### src/rtl/if_fetch_queue.sv
// if_fetch_queue -- instruction-fetch FIFO between instruction memory and the
// IF/ID pipeline register.
//
// Holds {pc, instr} pairs offered by the fetch stage and presents the oldest
// one to IF/ID. The IF/ID write enable is the pop handshake. When the queue is
// empty the head shows pc=0 and a NOP so IF/ID never latches garbage. A flush
// (branch redirect / trap) returns the queue to its reset state.
//
// Optional build macro: FETCH_QUEUE_BYPASS_EN
//   When defined, an entry pushed into an empty queue is presented at the head
//   in the same cycle. If the consumer takes it in that cycle it is never
//   written to the array.
//
// Ports:
//   i_clk, i_rst          clock, synchronous active-high reset
//   i_push_valid/o_push_ready, i_push_pc, i_push_instr   fetch-side push
//   o_pop_valid/i_pop_ready, o_pop_pc, o_pop_instr       IF/ID-side pop
//   i_flush               discard all contents (drops same-cycle push/pop)
//   o_count               occupancy, 0..DEPTH
module if_fetch_queue #(
    parameter int unsigned DEPTH     = 4,
    parameter logic [31:0] NOP_INSTR = 32'h0000_0013
) (
    input  logic                         i_clk,
    input  logic                         i_rst,
    input  logic                         i_push_valid,
    output logic                         o_push_ready,
    input  logic [31:0]                  i_push_pc,
    input  logic [31:0]                  i_push_instr,
    output logic                         o_pop_valid,
    input  logic                         i_pop_ready,
    output logic [31:0]                  o_pop_pc,
    output logic [31:0]                  o_pop_instr,
    input  logic                         i_flush,
    output logic [$clog2(DEPTH+1)-1:0]   o_count
);

    localparam int PW = $clog2(DEPTH);
    localparam int CW = $clog2(DEPTH+1);

    logic [63:0]   mem_q [DEPTH];
    logic [CW-1:0] count_q, count_d;
    logic [PW-1:0] rd_ptr_q, rd_ptr_d;
    logic [PW-1:0] wr_ptr_q, wr_ptr_d;

    logic push_fire, pop_fire;
    logic byp_act;   // head is being driven straight from the push inputs
    logic byp_take;  // bypassed entry consumed this cycle, never stored
    logic push_st;   // push that lands in the array
    logic pop_mem;   // pop that retires an array entry
    logic wr_en;

    // Full queue never reports ready, even with a same-cycle pop, so ready
    // depends only on registered state.
    assign o_push_ready = (count_q != CW'(DEPTH));
    assign o_count      = count_q;

`ifdef FETCH_QUEUE_BYPASS_EN
    assign byp_act  = (count_q == '0) && i_push_valid && !i_flush;
    assign byp_take = byp_act && i_pop_ready;
`else
    assign byp_act  = 1'b0;
    assign byp_take = 1'b0;
`endif

    // Head presentation
    always_comb begin
        o_pop_valid = (count_q != '0);
        o_pop_pc    = 32'h0;
        o_pop_instr = NOP_INSTR;
        if (count_q != '0) begin
            {o_pop_pc, o_pop_instr} = mem_q[rd_ptr_q];
        end else if (byp_act) begin
            o_pop_valid = 1'b1;
            o_pop_pc    = i_push_pc;
            o_pop_instr = i_push_instr;
        end
    end

    assign push_fire = i_push_valid && o_push_ready;
    assign pop_fire  = o_pop_valid && i_pop_ready;
    assign push_st   = push_fire && !byp_take;
    assign pop_mem   = pop_fire && !byp_take;

    // Next state; flush collapses to the reset state and wins over push/pop.
    always_comb begin
        count_d  = count_q;
        rd_ptr_d = rd_ptr_q;
        wr_ptr_d = wr_ptr_q;
        wr_en    = 1'b0;
        if (i_flush) begin
            count_d  = '0;
            rd_ptr_d = '0;
            wr_ptr_d = '0;
        end else begin
            if (push_st) begin
                wr_en    = 1'b1;
                wr_ptr_d = wr_ptr_q + PW'(1);
            end
            if (pop_mem) begin
                rd_ptr_d = rd_ptr_q + PW'(1);
            end
            if (push_st && !pop_mem) begin
                count_d = count_q + CW'(1);
            end else if (pop_mem && !push_st) begin
                count_d = count_q - CW'(1);
            end
        end
    end

    always_ff @(posedge i_clk) begin
        if (i_rst) begin
            count_q  <= '0;
            rd_ptr_q <= '0;
            wr_ptr_q <= '0;
        end else begin
            count_q  <= count_d;
            rd_ptr_q <= rd_ptr_d;
            wr_ptr_q <= wr_ptr_d;
        end
    end

    // Storage carries no reset; validity is tracked by count/pointers alone.
    always_ff @(posedge i_clk) begin
        if (wr_en && !i_rst) begin
            mem_q[wr_ptr_q] <= {i_push_pc, i_push_instr};
        end
    end

endmodule

### config.mk
export PLATFORM = sky130hd
export DESIGN_NAME = if_fetch_queue
export DESIGN_NICKNAME = d
export VERILOG_FILES = /design/src/rtl/if_fetch_queue.sv
export SDC_FILE = /design/constraint.sdc
export NUM_CORES = 1
export LEC_CHECK = 0
export CAP_MARGIN = 20
export CELL_PAD_IN_SITES_DETAIL_PLACEMENT = 1
export CELL_PAD_IN_SITES_GLOBAL_PLACEMENT = 1
export CORE_MARGIN = 3
export CORE_UTILIZATION = 53
export CTS_BUF_LIST = sky130_fd_sc_hd__clkbuf_8
export DETAILED_ROUTE_END_ITERATION = 10
export HOLD_SLACK_MARGIN = 0.08
export PLACE_DENSITY_LB_ADDON = 0.1
export SYNTH_ARGS = -nofsm -noshare
export SYNTH_HDL_FRONTEND = slang
export SYNTH_SLANG_ARGS = --single-unit
### constraint.sdc
create_clock -name i_clk -period 4.9 [get_ports i_clk]
set_input_delay 0.98 -clock i_clk [delete_from_list [all_inputs] [get_ports i_clk]]
set_output_delay 0.98 -clock i_clk [all_outputs]
set_load 0.005 [all_outputs]
==> impl_summary.md <==
Status
The run finished with clean final reports.

Worst setup path
Along the worst path, the maximum fanout reaches 33. Data arrives at the worst endpoint at 2.89 ns. The type of element capturing the critical path is an output pin. For the worst setup path, the data required time is 3.92 ns. The worst setup path is of the reg -> out kind.

The startpoint kind of the worst setup timing path is a flip-flop. The length in cells of the worst reg-to-reg path is 3.

STA
The setup violation total in the final timing report is 0. Setup repair after global routing left no endpoint under its margin. Timing would allow up to 258.4 MHz. Summed over all failing endpoints, the final setup total negative slack is 0 ns. In this run the tightest slew margin relative to its limit is 30.88%. The clock period minus final worst setup slack is 3.871 ns. The post-route clock period utilization is 78.99%. Between clock sinks in the finished design, the worst skew comes to 0.01350 ns. For the pin with the worst max-slew slack, the measured transition is roughly 1.0 ns. The number of hold-slack violations in the final timing report is 0. The count of pins over their slew limit is 0.

Layout
0 antenna diodes ended up in the layout. The number of inserted filler cells in the final layout is between 1,000 and 1,500. The area taken by multi-input logic gates is 2131 µm². The fraction of layout instances using a drive strength above 1 is 19.78%. The finished layout holds just under 900 standard cells, fillers aside.

The library cell used most frequently in the layout, excluding fill and tap cells, is sky130_fd_sc_hd__edfxtp_1. In the layout the commonest cells are sky130_fd_sc_hd__edfxtp_1 (256), sky130_fd_sc_hd__clkdlybuf4s50_1 (137), sky130_fd_sc_hd__mux4_2 (64), sky130_fd_sc_hd__and2_1 (61), sky130_fd_sc_hd__clkbuf_8 (46). The area added between synthesis and finish is 23.29%. The net count of the finished layout is 692.

The sequential cells in the finished layout cover a total of around 8000 µm².

Power
The power per cell area is 375.5 nW/µm². Of the total power, the share spent switching nets is around 22%. The combinational power share is 10.5%.

Per report_power, the sequential group accounts for between 50% and 60% of the total. The internal power of the cells is between 3000 and 4000 µW. IR analysis of the VDD net gives a maximum drop of 0.0002843 V.

The analysis attributes to cell leakage a power of ~0.0040 µW. The power spent charging and discharging nets is 1014 µW. The share of total power dissipated in the clock network is 35.2%.

Synth
In the synthesized netlist the dominant register cell turns out to be sky130_fd_sc_hd__edfxtp_1. For this run, the number of Yosys warnings is 0. The number of unique standard cell types used by synthesis is 26.

Sequential cells were found to cover 77.82% of the synthesized design area. Counting every instance in the synthesized netlist gives 455. The number of synthesized register bits is 265. Counting flops with a built-in enable in the synthesized netlist gives ~260. The synthesized area divided by synthesized cell count is 22.22 µm². When the netlist entered floorplanning its net count stood at between 500 and 600.

The mapped netlist covers roughly 10,000 µm². In the synthesized netlist the async set-or-reset flop fraction comes to 0%.

Route
For this block, the routed nets add up to 20.65 mm of wire. The count of nets left with antenna violations once routing finished came out at 0. After the first detailed-routing iteration, the DRC count stood at about 350. Using the TritonRoute via totals, the vias-per-cell ratio works out to roughly 5.6.

In the routed design, unresolved DRC markers number 0. The first detailed-routing pass ran for 4 iterations. The total via count in the routed design is 4,949. The detail-routed net length per standard cell is 23.58 µm.

Clock network
In this run the number of H-tree levels came out at 2. CTS placed an instance of sky130_fd_sc_hd__clkbuf_8 at the clock tree root. TritonCTS built the clock tree. The number of resized instances in the post-cts repair step is 0. The clock net in this run drives a total of between 200 and 300 sinks. The post-CTS setup buffer count is 0. The longest clock path from root to sink contains 3 buffers. After clock tree synthesis, the flow added hold-fix buffers numbering 0.

The clock transition time at the flip-flop clock pins of the worst setup and hold paths is 0.06 ns. In this run, CTS created clock tree buffers numbering 43. Clock latency on the worst-skew pair, taken at its later pin, is 0.53 ns.

Place
The number of buffers added on ports is 137. The detailed-placement wirelength estimate is approximately 12 mm. Routability-driven placement finished with a final weighted congestion of between 0.7 and 0.8.

The number of cells in the design after placement is 800.

GRT
The total global-route track usage is approximately a fifth. The first global-routing pass estimated 32.49 mm of wire. The pin count of the biggest net entering global routing is 65. The remaining global-route overflow is 0. The number of antenna violations at the first check in global routing is 0. The via count of the first global-routing pass came to 5,648.

Hold path
The instance count along the most critical hold path is 2. The tightest min-delay check is of the reg -> reg type.

Die
Pin placement for this block handled between 100 and 150 I/O pins. For this configuration, the core starts out at a cell density of 55.15%. The area of the die is roughly 21,000 µm². The die width is around 140 µm. The area of the placeable core is 18,330 µm². The floorplan has 49 rows. The y dimension of the die is 144.1 µm.

Flow run
The tool flagged a number of max-cap violations equal to 0.
## logic make-up (layout without fill, tap and decap cells)
family | after synthesis | in the layout | share of synthesized area, %
buffers and inverters | 26 | 218 | 1.299
XOR/XNOR | 3 | 3 | 0.2599
adder cells (fa/ha/maj) | 6 | 6 | 0.8168
AND/OR/NAND/NOR | 83 | 83 | 5.000
flip-flops | 265 | 265 | 77.82
AO/OA/AOI/OAI | 7 | 7 | 0.4455
multiplexers | 65 | 65 | 14.36
## power by group through the flow
| stage | logic [µW] | clock network (µW) | registers [µW] |
|---|---|---|---|
| 2_1_floorplan | 198 | 0 | 2570 |
| 3_3_place_gp | 473 | 0 | 2580 |
| 3_5_place_dp | 489 | 0 | 2590 |
| 4_1_cts | 493 | 1710 | 2540 |
| 5_1_grt | 534 | 1820 | 2540 |
| 6_report | 492 | 1650 | 2540 |
## per-stage QoR
stage          hold WS, ns  power [µW]  cell area (µm²)  setup WS (ns)  utilization (%)
6_report            0.5003        4681            12460          1.029            68.00
5_1_grt             0.5436        4898            12460         0.7769            68.00
4_1_cts             0.5074        4744            12440         0.9088            67.89
3_5_place_dp        0.5088        3077            11700          1.483            63.82
3_3_place_gp        0.4632        3058            11700          1.505            63.82
2_1_floorplan       0.4591        2773            10110          1.653                -
## layout make-up
type | count | share of cell area (%)
inverters | 4 | 0.1205
clock inverters | 29 | 0.9034
multi-input cells | 164 | 17.09
well taps | 229 | 2.299
repair buffers | 139 | 11.32
flip-flops and latches | 265 | 63.18
clock buffers | 46 | 5.079
## synthesized netlist by cell type, types with 3 or more instances
cell type	count	area share (%)
sky130_fd_sc_hd__and2_1	61	3.8
sky130_fd_sc_hd__and3_1	4	0.25
sky130_fd_sc_hd__buf_2	5	0.25
sky130_fd_sc_hd__buf_4	7	0.52
sky130_fd_sc_hd__clkbuf_1	9	0.33
sky130_fd_sc_hd__dfxtp_1	9	1.8
sky130_fd_sc_hd__edfxtp_1	256	76
sky130_fd_sc_hd__ha_1	5	0.62
sky130_fd_sc_hd__inv_1	4	0.15
sky130_fd_sc_hd__mux4_2	64	14
sky130_fd_sc_hd__nor2_1	5	0.19
sky130_fd_sc_hd__o21ai_0	3	0.15
sky130_fd_sc_hd__or2_2	4	0.25
sky130_fd_sc_hd__xor2_1	3	0.26
## metal layers
layer	share of wire, %	wire (µm)	global-route usage [%]	vias up
met3	6.3	1299	5.721	33
met1	38	7944	25.74	2572
met4	1.9	384	6.046	0
met2	53	11020	37.24	165
met5	0	0	0	-
li1	-	-	-	2179
## worst paths after layout
kind | start | slack (ns) | to
worst max-delay path | flip-flop | 1.03 | o_pop_pc[15]
worst min-delay path | rd_ptr_q[1]$_SDFFE_PP0P_ | 0.50 | flip-flop
worst max register to register | o_count[0]$_SDFFE_PP0P_ | 2.40 | mem_q[0][36]$_DFFE_PP_
worst min register to register | rd_ptr_q[1]$_SDFFE_PP0P_ | 0.50 | flip-flop
## flip-flops by register name, indices dropped and copies added (netlist names), named ones only
register / count
mem_q: 256
o_count: 3
wr_ptr_q: 2
rd_ptr_q: 2
## critical path, stage by stage, from the launching register on
cell	delay (ns)
sky130_fd_sc_hd__dfxtp_4	0.79
sky130_fd_sc_hd__buf_12	0.36
sky130_fd_sc_hd__mux4_2	0.55
sky130_fd_sc_hd__and2_1	0.18
sky130_fd_sc_hd__clkdlybuf4s50_1	0.46
Power figures use the tool's default switching activity.
